$ cat src/rtl/instr_sequencer.sv
// Fetch/decode/execute controller: fetches from synchronous instruction memory,
// drives an external one-hot decoder and sequences ALU, PC, jumps and I/O handshakes.
module instr_sequencer #(
    parameter int PC_W   = 8,
    parameter int OPND_W = 8
) (
    input  logic              clk,
    input  logic              rst_n,
    input  logic              run,
    output logic [PC_W-1:0]   imem_addr,
    output logic              imem_rd_en,
    input  logic [OPND_W+3:0] imem_data,
    output logic [3:0]        dec_opcode,
    input  logic              dec_load,
    input  logic              dec_add,
    input  logic              dec_bitand,
    input  logic              dec_sub,
    input  logic              dec_input,
    input  logic              dec_output,
    input  logic              dec_jump,
    input  logic              dec_jump_cond,
    input  logic              alu_zero,
    output logic              alu_en,
    output logic [1:0]        alu_sel,
    output logic [OPND_W-1:0] operand,
    output logic              in_req,
    input  logic              in_ack,
    output logic              out_req,
    input  logic              out_ack,
    output logic              busy,
    output logic              error
);

    typedef enum logic [2:0] {
        IDLE    = 3'd0,
        FETCH   = 3'd1,
        LATCH   = 3'd2,
        EXEC    = 3'd3,
        IO_WAIT = 3'd4,
        ERROR   = 3'd5
    } state_t;

    state_t              r_state;
    state_t              w_state_nxt;
    state_t              w_boundary;
    logic [PC_W-1:0]     r_pc;
    logic [PC_W-1:0]     w_pc_nxt;
    logic [PC_W-1:0]     w_pc_inc;
    logic [PC_W-1:0]     w_target;
    logic [OPND_W+3:0]   r_ir;
    logic                r_rd_en;
    logic                r_in_req;
    logic                r_out_req;
    logic                r_busy;
    logic                r_error;
    logic                w_in_req_nxt;
    logic                w_out_req_nxt;
    logic                w_alu_line;
    logic [3:0]          w_line_cnt;

    assign imem_addr  = r_pc;
    assign imem_rd_en = r_rd_en;
    assign dec_opcode = r_ir[OPND_W+3:OPND_W];
    assign operand    = r_ir[OPND_W-1:0];
    assign in_req     = r_in_req;
    assign out_req    = r_out_req;
    assign busy       = r_busy;
    assign error      = r_error;

    assign w_pc_inc   = r_pc + {{(PC_W-1){1'b0}}, 1'b1};
    assign w_target   = PC_W'(r_ir[OPND_W-1:0]);
    assign w_boundary = run ? FETCH : IDLE;
    assign w_alu_line = dec_load | dec_add | dec_bitand | dec_sub;
    assign w_line_cnt = 4'(dec_load) + 4'(dec_add) + 4'(dec_bitand) + 4'(dec_sub)
                      + 4'(dec_input) + 4'(dec_output) + 4'(dec_jump) + 4'(dec_jump_cond);

    always_ff @(posedge clk or negedge rst_n) begin
        if (!rst_n) begin
            r_state   <= IDLE;
            r_pc      <= '0;
            r_ir      <= '0;
            r_rd_en   <= 1'b0;
            r_in_req  <= 1'b0;
            r_out_req <= 1'b0;
            r_busy    <= 1'b0;
            r_error   <= 1'b0;
        end else begin
            r_state   <= w_state_nxt;
            r_pc      <= w_pc_nxt;
            if (r_state == LATCH)
                r_ir <= imem_data;
            r_rd_en   <= (w_state_nxt == FETCH);
            r_in_req  <= w_in_req_nxt;
            r_out_req <= w_out_req_nxt;
            r_busy    <= (w_state_nxt != IDLE) && (w_state_nxt != ERROR);
            r_error   <= (w_state_nxt == ERROR);
        end
    end

    // The decoder only becomes valid in EXEC (it follows the registered IR), so the
    // ALU strobe and select are decoded from registered state plus those lines.
    always_comb begin
        w_state_nxt   = r_state;
        w_pc_nxt      = r_pc;
        w_in_req_nxt  = r_in_req;
        w_out_req_nxt = r_out_req;
        alu_en        = 1'b0;
        alu_sel       = 2'b00;
        case (r_state)
            IDLE:  if (run) w_state_nxt = FETCH;
            FETCH: w_state_nxt = LATCH;
            LATCH: w_state_nxt = EXEC;
            EXEC: begin
                if (w_line_cnt > 4'd1) begin
                    w_state_nxt = ERROR;
                end else if (dec_input) begin
                    w_in_req_nxt = 1'b1;
                    w_state_nxt  = IO_WAIT;
                end else if (dec_output) begin
                    w_out_req_nxt = 1'b1;
                    w_state_nxt   = IO_WAIT;
                end else if (dec_jump) begin
                    w_pc_nxt    = w_target;
                    w_state_nxt = w_boundary;
                end else if (dec_jump_cond) begin
                    w_pc_nxt    = alu_zero ? w_target : w_pc_inc;
                    w_state_nxt = w_boundary;
                end else begin
                    alu_en      = w_alu_line;
                    alu_sel     = dec_sub    ? 2'b11 :
                                  dec_bitand ? 2'b10 :
                                  dec_add    ? 2'b01 : 2'b00;
                    w_pc_nxt    = w_pc_inc;
                    w_state_nxt = w_boundary;
                end
            end
            IO_WAIT: begin
                if ((r_in_req && in_ack) || (r_out_req && out_ack)) begin
                    w_in_req_nxt  = 1'b0;
                    w_out_req_nxt = 1'b0;
                    w_pc_nxt      = w_pc_inc;
                    w_state_nxt   = w_boundary;
                end
            end
            ERROR:   w_state_nxt = ERROR;
            default: w_state_nxt = IDLE;
        endcase
    end

endmodule
$ cat config.mk
export PLATFORM = sky130hd
export DESIGN_NAME = instr_sequencer
export DESIGN_NICKNAME = d
export VERILOG_FILES = /design/src/rtl/instr_sequencer.sv
export SDC_FILE = /design/constraint.sdc
export NUM_CORES = 1
export LEC_CHECK = 0
export ABC_AREA = 1
export CORE_ASPECT_RATIO = 1.25
export CORE_UTILIZATION = 33
export DETAILED_ROUTE_END_ITERATION = 8
export PLACE_DENSITY_LB_ADDON = 0.3
export SETUP_SLACK_MARGIN = 0.3
export SLEW_MARGIN = 15
export SYNTH_ARGS = -nofsm -noshare
export SYNTH_HDL_FRONTEND = slang
export SYNTH_SLANG_ARGS = --single-unit
$ cat constraint.sdc
create_clock -name clk -period 7.7 [get_ports clk]
set_input_delay 1.155 -clock clk [delete_from_list [all_inputs] [get_ports clk]]
set_output_delay 1.155 -clock clk [all_outputs]
set_load 0.02 [all_outputs]
* After elaboration in Yosys (flattened, before gate mapping) *
Index checks and enable logic that the tools add are counted.

operators by class
  add/sub/neg operators = 8
  muxes and demuxes = 38
  eq/ne operators = 14
  magnitude comparators = 1
  reduce and logical (&&, ||, !) cells = 10
  bitwise logic cells = 3

operators by type and width
  cell                                                 number
  two-way mux 8 bit                                    7
  one-hot mux 3 bit (6 select lines)                   1
  adder 4 x 1 -> 4 bit                                 4
  two-way mux 2 bit                                    8
  one-hot mux 8 bit (2 select lines)                   1
  two-way mux 3 bit                                    5
  two-way mux 1 bit                                    14
  != test 2 bit, second input constant                 6
  AND reduction 5 bit                                  2
  equality test 3 bit, second input constant           3
  adder 8 x 1 -> 8 bit, second input constant          1
  equality test 3 x 1 -> 1 bit, second input constant  2
  equality test 3 x 2 -> 1 bit, second input constant  2
  adder 3 x 1 -> 4 bit                                 1
  > comparator 4 x 1 -> 1 bit, second input constant   1
  one-hot mux 1 bit (2 select lines)                   2
  AND reduction 4 bit                                  1
  adder 2 x 1 -> 3 bit                                 1
  logical AND 1 bit                                    3
  zero test 3 bit                                      1
  != test 3 bit, second input constant                 1
  bitwise OR 1 bit                                     3
  nonzero test 3 bit                                   1
  adder 1 x 1 -> 2 bit                                 1
  other kinds (2)                                      2

word-level totals
  register bits after elaboration = 28
  bits of input ports = 26
  output and inout port bits = 28
  logic and storage cells = 82

* Depth between registers and ports, before layout *
Gate-level depths: netlist (run 1).

  depth after elaboration = 12
  depth in mapped cells = 17
  gate-level depth less buffers = 17

* Least setup slack after synthesis (run 1) *
Ideal clock, no wire load.

  kind = in2out
  start point = input port dec_load
  end point = output port alu_en
  required time = 6.545 ns
  cell stages on the path = 11
  path slack = 2.428 ns
  path buffers = 0
  data arrival time = 4.117 ns
  cell sequence = fa_1 > inv_1 > fa_1 > fa_1 > inv_1 > ha_1 > inv_1 > fa_1 > o21a_1 > nand3_4 > a211oi_1

between the ends
  cells in the longest elaborated chain, start to end = 10
  elaborated cells between the ends (all ways) = 17
  those cells by class = 7 x add/sub; 1 x order compare; 6 x mux; 3 x bitwise

ends and longest elaborated chain
  what                                RTL line  RTL
  start, declared                     14        input logic dec_load,
  adder 1 x 1 -> 2 bit                74        assign w_line_cnt = 4'(dec_load) + 4'(dec_add) + 4'(dec_bitand) + 4'(dec_sub)
  adder 2 x 1 -> 3 bit                74
  adder 3 x 1 -> 4 bit                74
  adder 4 x 1 -> 4 bit (4 in series)  75        + 4'(dec_input) + 4'(dec_output) + 4'(dec_jump) + 4'(dec_jump_cond);
  > comparator 4 x 1 -> 1 bit         114       if (w_line_cnt > 4'd1) begin
  two-way mux 1 bit (*)               114
  two-way mux 1 bit (*)               109       case (r_state)
  end, declared                       23        output logic alu_en,

Mark *: on every way between the ends. The rest lies on a longest branch, timed or not.

* Worst setup path in the final report (run 1) *
Same ends and word-level chain as after synthesis.

==> impl_metrics.tcl, run 1 <==
set metrics [dict create \
    rsz0062_at_grt "no" \
    worstSetupPathType "in2out" \
    setup_ws_ps 1580 \
    startpoint "dec_load" \
    synthFlopType "dfrtp_1" \
    path_clk_slew_ps 100 \
    cts_buffers 3 \
    first_iter_violations 77 \
    layout-drive-gt1-share_pct 9.32 \
    clock_latency_ps 280 \
    end_kind "output port" \
    ys_warn_count 0 \
    maxCapViolCount 0 \
    die_area_mm2 0.00549 \
    drc_errors 0 \
    cts_tree "yes" \
    syn_area_per_cell_um2 7.65 \
    antenna_found_initial 0 \
    post-dp-hpwl_um 3070 \
    cts-resized-gates 0 \
    cts_root_buf "clkbuf_8" \
    fmax_mhz 163 \
    core_mm2 0.00487 \
    numClockSinks 28 \
    globalRouteTotalUtil_pct 15.8 \
    status "finished, final reports clean" \
    seq_area_um2 701 \
    setup_viol 0 \
    slew_headroom_pct 75.8 \
    powerDensity_mw_per_mm2 380 \
    nets 315 \
    hold_class "reg2reg" \
    crit_end "alu_en" \
    rr_worst_depth 8 \
    viasPerCell 4.62 \
    finalCritPeriodShare_pct 79.5 \
    reg2reg_to "busy" \
    area_growth_pct 38.5 \
    antenna_cells 0 \
    synth_fp_nets 259 \
    r2r_start "r_state[0]" \
    initial_core_util_pct 35.2 \
    htree_levels 1 \
    num_rows 28 \
    route.detailed.wl_per_inst_um 11.5 \
    multi_input_area_um2 862 \
    cp_max_fo 5 \
    fin_skew_ps 4.65 \
    synth_seq_cells 28 \
    final_common_cell "nand2_1" \
    antenna_left 0 \
    nFillCells 493 \
    ctsHoldBuffers 0 \
    crit_arrival_ps 4970 \
    place_congestion 0.746 \
    die_x_um 66.5 \
    num_vias 1565 \
    ios 54 \
    peakVddDrop_mv 0.145 \
    layout_common_cells "81 x nand2_1, 53 x clkdlybuf4s50_1, 28 x inv_1, 28 x dfrtp_1, 14 x nand3_1" \
    cp.required_ps 6550 \
    finalHoldViolations 0 \
    ys_seq_area_share_pct 40.9 \
    first_global_vias 1505 \
    finalMaxSlewViolations 0 \
    grt_start_max_net_pins 29 \
    cts_setup_buffers 0 \
    drt_wl_total_um 3890 \
    synthCells 224 \
    p_leak_nw 1.19 \
    min_period_ps 6120 \
    grt-ovfl-total 0 \
    die_h_um 82.6 \
    regToRegSetupSlack_ps 6130 \
    grt_pass1_wl_um 6650 \
    clock_path_buffers 2 \
    start_kind "input port" \
    drt-pass1-iter-count 4 \
    synth_edf_count 0 \
    pre_cts_ws_ps 1560 \
    synth_area_mm2 0.00171 \
    worstMarginPinSlew_ps 364 \
    synth_cell_type_count 30 \
    fin_setup_tns_ps 0 \
    async_reset_ff_share_pct 100 \
    portBuffers 53 \
]
-- Yosys cell counts (2+ instances only) --
master    n  share of area [%]
xnor2_1   2                1.0
ha_1      5                3.6
o21ai_0  10                2.9
nand2_1  81                 18
fa_1      4                4.7
nor2_1   12                2.6
nor3_1    3               0.88
nand2_2   4                1.5
inv_2     6                1.3
a21oi_1   4                1.2
o21ai_1   3               0.88
nand3_1  14                4.1
nand3_2   5                2.9
inv_1    28                6.1
dfrtp_1  28                 41
-- sequential cells by signal, indices dropped and copies added (netlist names) --
name	count
out_req	1
error	1
busy	1
imem_addr	8
imem_rd_en	1
r_state	3
in_req	1
r_ir	12
-- per-layer routing --
layer  vias up  global-route usage [%]  part of all wire (%)
li1        803                       -                     -
met1       725                    19.6                    45
met2        33                    28.8                    51
met3         4                    1.65                   3.1
met4         0                    4.47                  0.80
met5         -                       0                     0
-- power by group --
part           total (mW)  switching, mW  internal (mW)
clock network       0.117         0.0474         0.0697
logic               0.506          0.290          0.216
registers           0.280         0.0617          0.219
-- layout make-up --
class                   count  area share [%]
repair buffers             54            22.7
flip-flops and latches     28            29.5
well taps                  60            3.16
inverters                  34            5.37
clock buffers               3            1.74
multi-input cells         159            36.3
clock inverters             1            1.26
-- critical path, cell delays in order --
cell and delay (ps):
clkdlybuf4s50_1 450, fa_1 560, inv_1 60, fa_1 490
fa_1 400, inv_1 70, ha_1 150, inv_1 50
fa_1 470, o21a_1 170, nand3_4 110, a211oi_1 180
clkdlybuf4s50_1 640
-- how the worst min path moves through the flow --
stage | from | end | slack, ps | depth (start not counted)
after floorplan | r_ir[10] | r_ir[10] | 580 | 2
after global placement | r_ir[8] | r_ir[8] | 460 | 2
after detailed placement | r_ir[9] | r_ir[9] | 470 | 2
after CTS | r_ir[10] | r_ir[10] | 490 | 2
after global routing | r_ir[9] | r_ir[9] | 530 | 2
final | r_ir[10] | r_ir[10] | 490 | 2
-- through the flow --
step / total power [mW] / cell area [um^2] / hold slack (ps) / std cells / utilization, %
floorplan: 0.601 / 1710 / 585 / 224 / -
global placement: 0.784 / 2300 / 462 / 335 / 47.3
detailed placement: 0.794 / 2300 / 469 / 335 / 47.3
CTS: 0.916 / 2370 / 494 / 339 / 48.8
global route: 0.987 / 2370 / 526 / 339 / 48.8
finish: 0.903 / 2370 / 492 / 339 / 48.8
-- kinds of logic after synthesis --
group	synth area share, %
DFF	40.9
xor gates and xnor gates	1.53
buffers and inverters	8.83
and+or+nand+nor	33.6
AOI/OAI and AO/OA	6.86
adders and majority gates	8.32
Power figures use the tool's default switching activity.
==> inputs of run 2 (changes only) <==
==> constraint.sdc (replaced) <==
create_clock -name clk -period 5.9 [get_ports clk]
set_input_delay 0.885 -clock clk [delete_from_list [all_inputs] [get_ports clk]]
set_output_delay 0.885 -clock clk [all_outputs]
set_load 0.02 [all_outputs]
==> impl_metrics.tcl, run 2 (same netlist as run 1, synthesis figures left out) <==
set metrics [dict create \
    status "finished, final reports clean" \
    antenna_left 0 \
    die_h_um 82.6 \
    critPathMaxStageDelay_ps 540 \
    stdcell_count 339 \
    finalHoldViolations 0 \
    worstMarginPinSlew_ps 367 \
    finalCritPeriodShare_pct 87.5 \
    setup_ws_ps 735 \
    drt-pass1-iter-count 4 \
    setup_viol 0 \
    die_area_mm2 0.00549 \
    fmax_mhz 194 \
    start_kind "input port" \
    power_mw 1.18 \
    htree_levels 1 \
    clock_path_buffers 2 \
    place_congestion 0.746 \
    numClockSinks 28 \
    cts_buffers 3 \
    grt_start_max_net_pins 29 \
    worstSetupPathType "in2out" \
    viasPerCell 4.61 \
    ios 54 \
    peakVddDrop_mv 0.198 \
    hold_class "reg2reg" \
    layout-drive-gt1-share_pct 9.32 \
    area_growth_pct 39.0 \
    cp_max_fo 5 \
    holdWs_ps 485 \
    grt-ovfl-total 0 \
    fin_setup_tns_ps 0 \
    post-dp-hpwl_um 3070 \
    layout_common_cells "81 x nand2_1, 50 x clkdlybuf4s50_1, 28 x inv_1, 28 x dfrtp_1, 14 x nand3_1" \
    fin_skew_ps 4.43 \
    nets 315 \
    drc_errors 0 \
    p_leak_nw 1.25 \
    slew_headroom_pct 75.6 \
    portBuffers 53 \
    antenna_found_initial 0 \
    cts_setup_buffers 0 \
    grt_pass1_wl_um 6640 \
    top_register "r_ir" \
    globalRouteTotalUtil_pct 15.9 \
    end_kind "output port" \
    powerDensity_mw_per_mm2 495 \
    clock_latency_ps 280 \
    cts_tree "yes" \
    pre_cts_ws_ps 327 \
    maxCapViolCount 0 \
    cp.required_ps 5020 \
    route.detailed.wl_per_inst_um 11.5 \
    crit_chain "clkdlybuf4s50_1 > fa_1 > inv_1 > fa_1 > fa_1 > inv_1 > ha_1 > inv_1 > fa_1 > nor2_1 > nand2_1 > nand2_1 > nand3_4 > a211oi_1 > dlymetal6s2s_1" \
    path_clk_slew_ps 100 \
    min_period_ps 5160 \
    num_rows 28 \
    antenna_cells 0 \
    final_common_cell "nand2_1" \
    core_mm2 0.00487 \
    dpl.cell_count 335 \
    largest_reg_flops 12 \
    crit_arrival_ps 4280 \
    drt_wl_total_um 3910 \
    finalMaxSlewViolations 0 \
    rsz0062_at_grt "no" \
    cts_root_buf "clkbuf_8" \
    initial_core_util_pct 35.2 \
    num_vias 1564 \
    cp_slowest_cell "fa_1" \
    die_x_um 66.5 \
    first_global_vias 1525 \
    crit_top_cell "fa_1" \
    first_iter_violations 98 \
]
-- run 2: changes by cell type in the layout (fill, tap and decap cells not counted), sizes merged --
cell and change:
dlymetal6s2s +3, clkdlybuf4s50 -3
-- run 2: path summary, 6_finish.rpt --
path	from	endpoint	slack, ps	cells after the start
worst max-delay path	dec_load	alu_en	740	15
worst min-delay path	r_ir[10]	r_ir[10]	490	2
worst max register to register	r_state[0]	busy	4360	8
worst min register to register	r_ir[10]	r_ir[10]	490	2
max in group asynchronous	rst_n	out_req	4660	2
min in group asynchronous	rst_n	r_ir[6]	970	2
-- run 2: area by class of cell --
cell class,count,area [um^2]
tap,60,75.1
clock buffer,3,41.3
timing repair buffer,54,546
sequential,28,701
clock inverter,1,30.0
fill,489,2490
multi-input combinational,159,862
inverter,34,128
-- run 2: power by group --
group	total [mW]	switching (mW)	internal, mW
sequential	0.367	0.0811	0.285
combinational	0.658	0.376	0.282
clock	0.155	0.0639	0.0910
total	1.18	0.521	0.658
-- run 2: worst max-delay path, delay by kind of cell --
family / cells / cell delay [ps]
buffers and inverters: 5 / 870
and+or+nand+nor: 4 / 370
adders and majority gates: 5 / 1980
AOI/OAI and AO/OA: 1 / 180
-- run 2: metal layers --
| layer | part of all wire, % | track usage [%] | vias up |
|---|---|---|---|
| met3 | 2.9 | 1.92 | 5 |
| met4 | 1.5 | 5.11 | 0 |
| li1 | - | - | 805 |
| met2 | 52 | 29.3 | 25 |
| met1 | 44 | 19.0 | 729 |
| met5 | 0 | 0 | - |
-- run 2: timing repair --
item                       4_1_cts  5_1_grt
resized for setup                0        3
hold buffers                     0        0
setup endpoints to repair        0        3
-- run 2: metrics by stage --
stage | instance area (um^2) | util [%]
after global routing | 2380 | 48.9
final | 2380 | 48.9
after floorplan | 1710 | -
after detailed placement | 2300 | 47.3
after CTS | 2370 | 48.8
after global placement | 2300 | 47.3
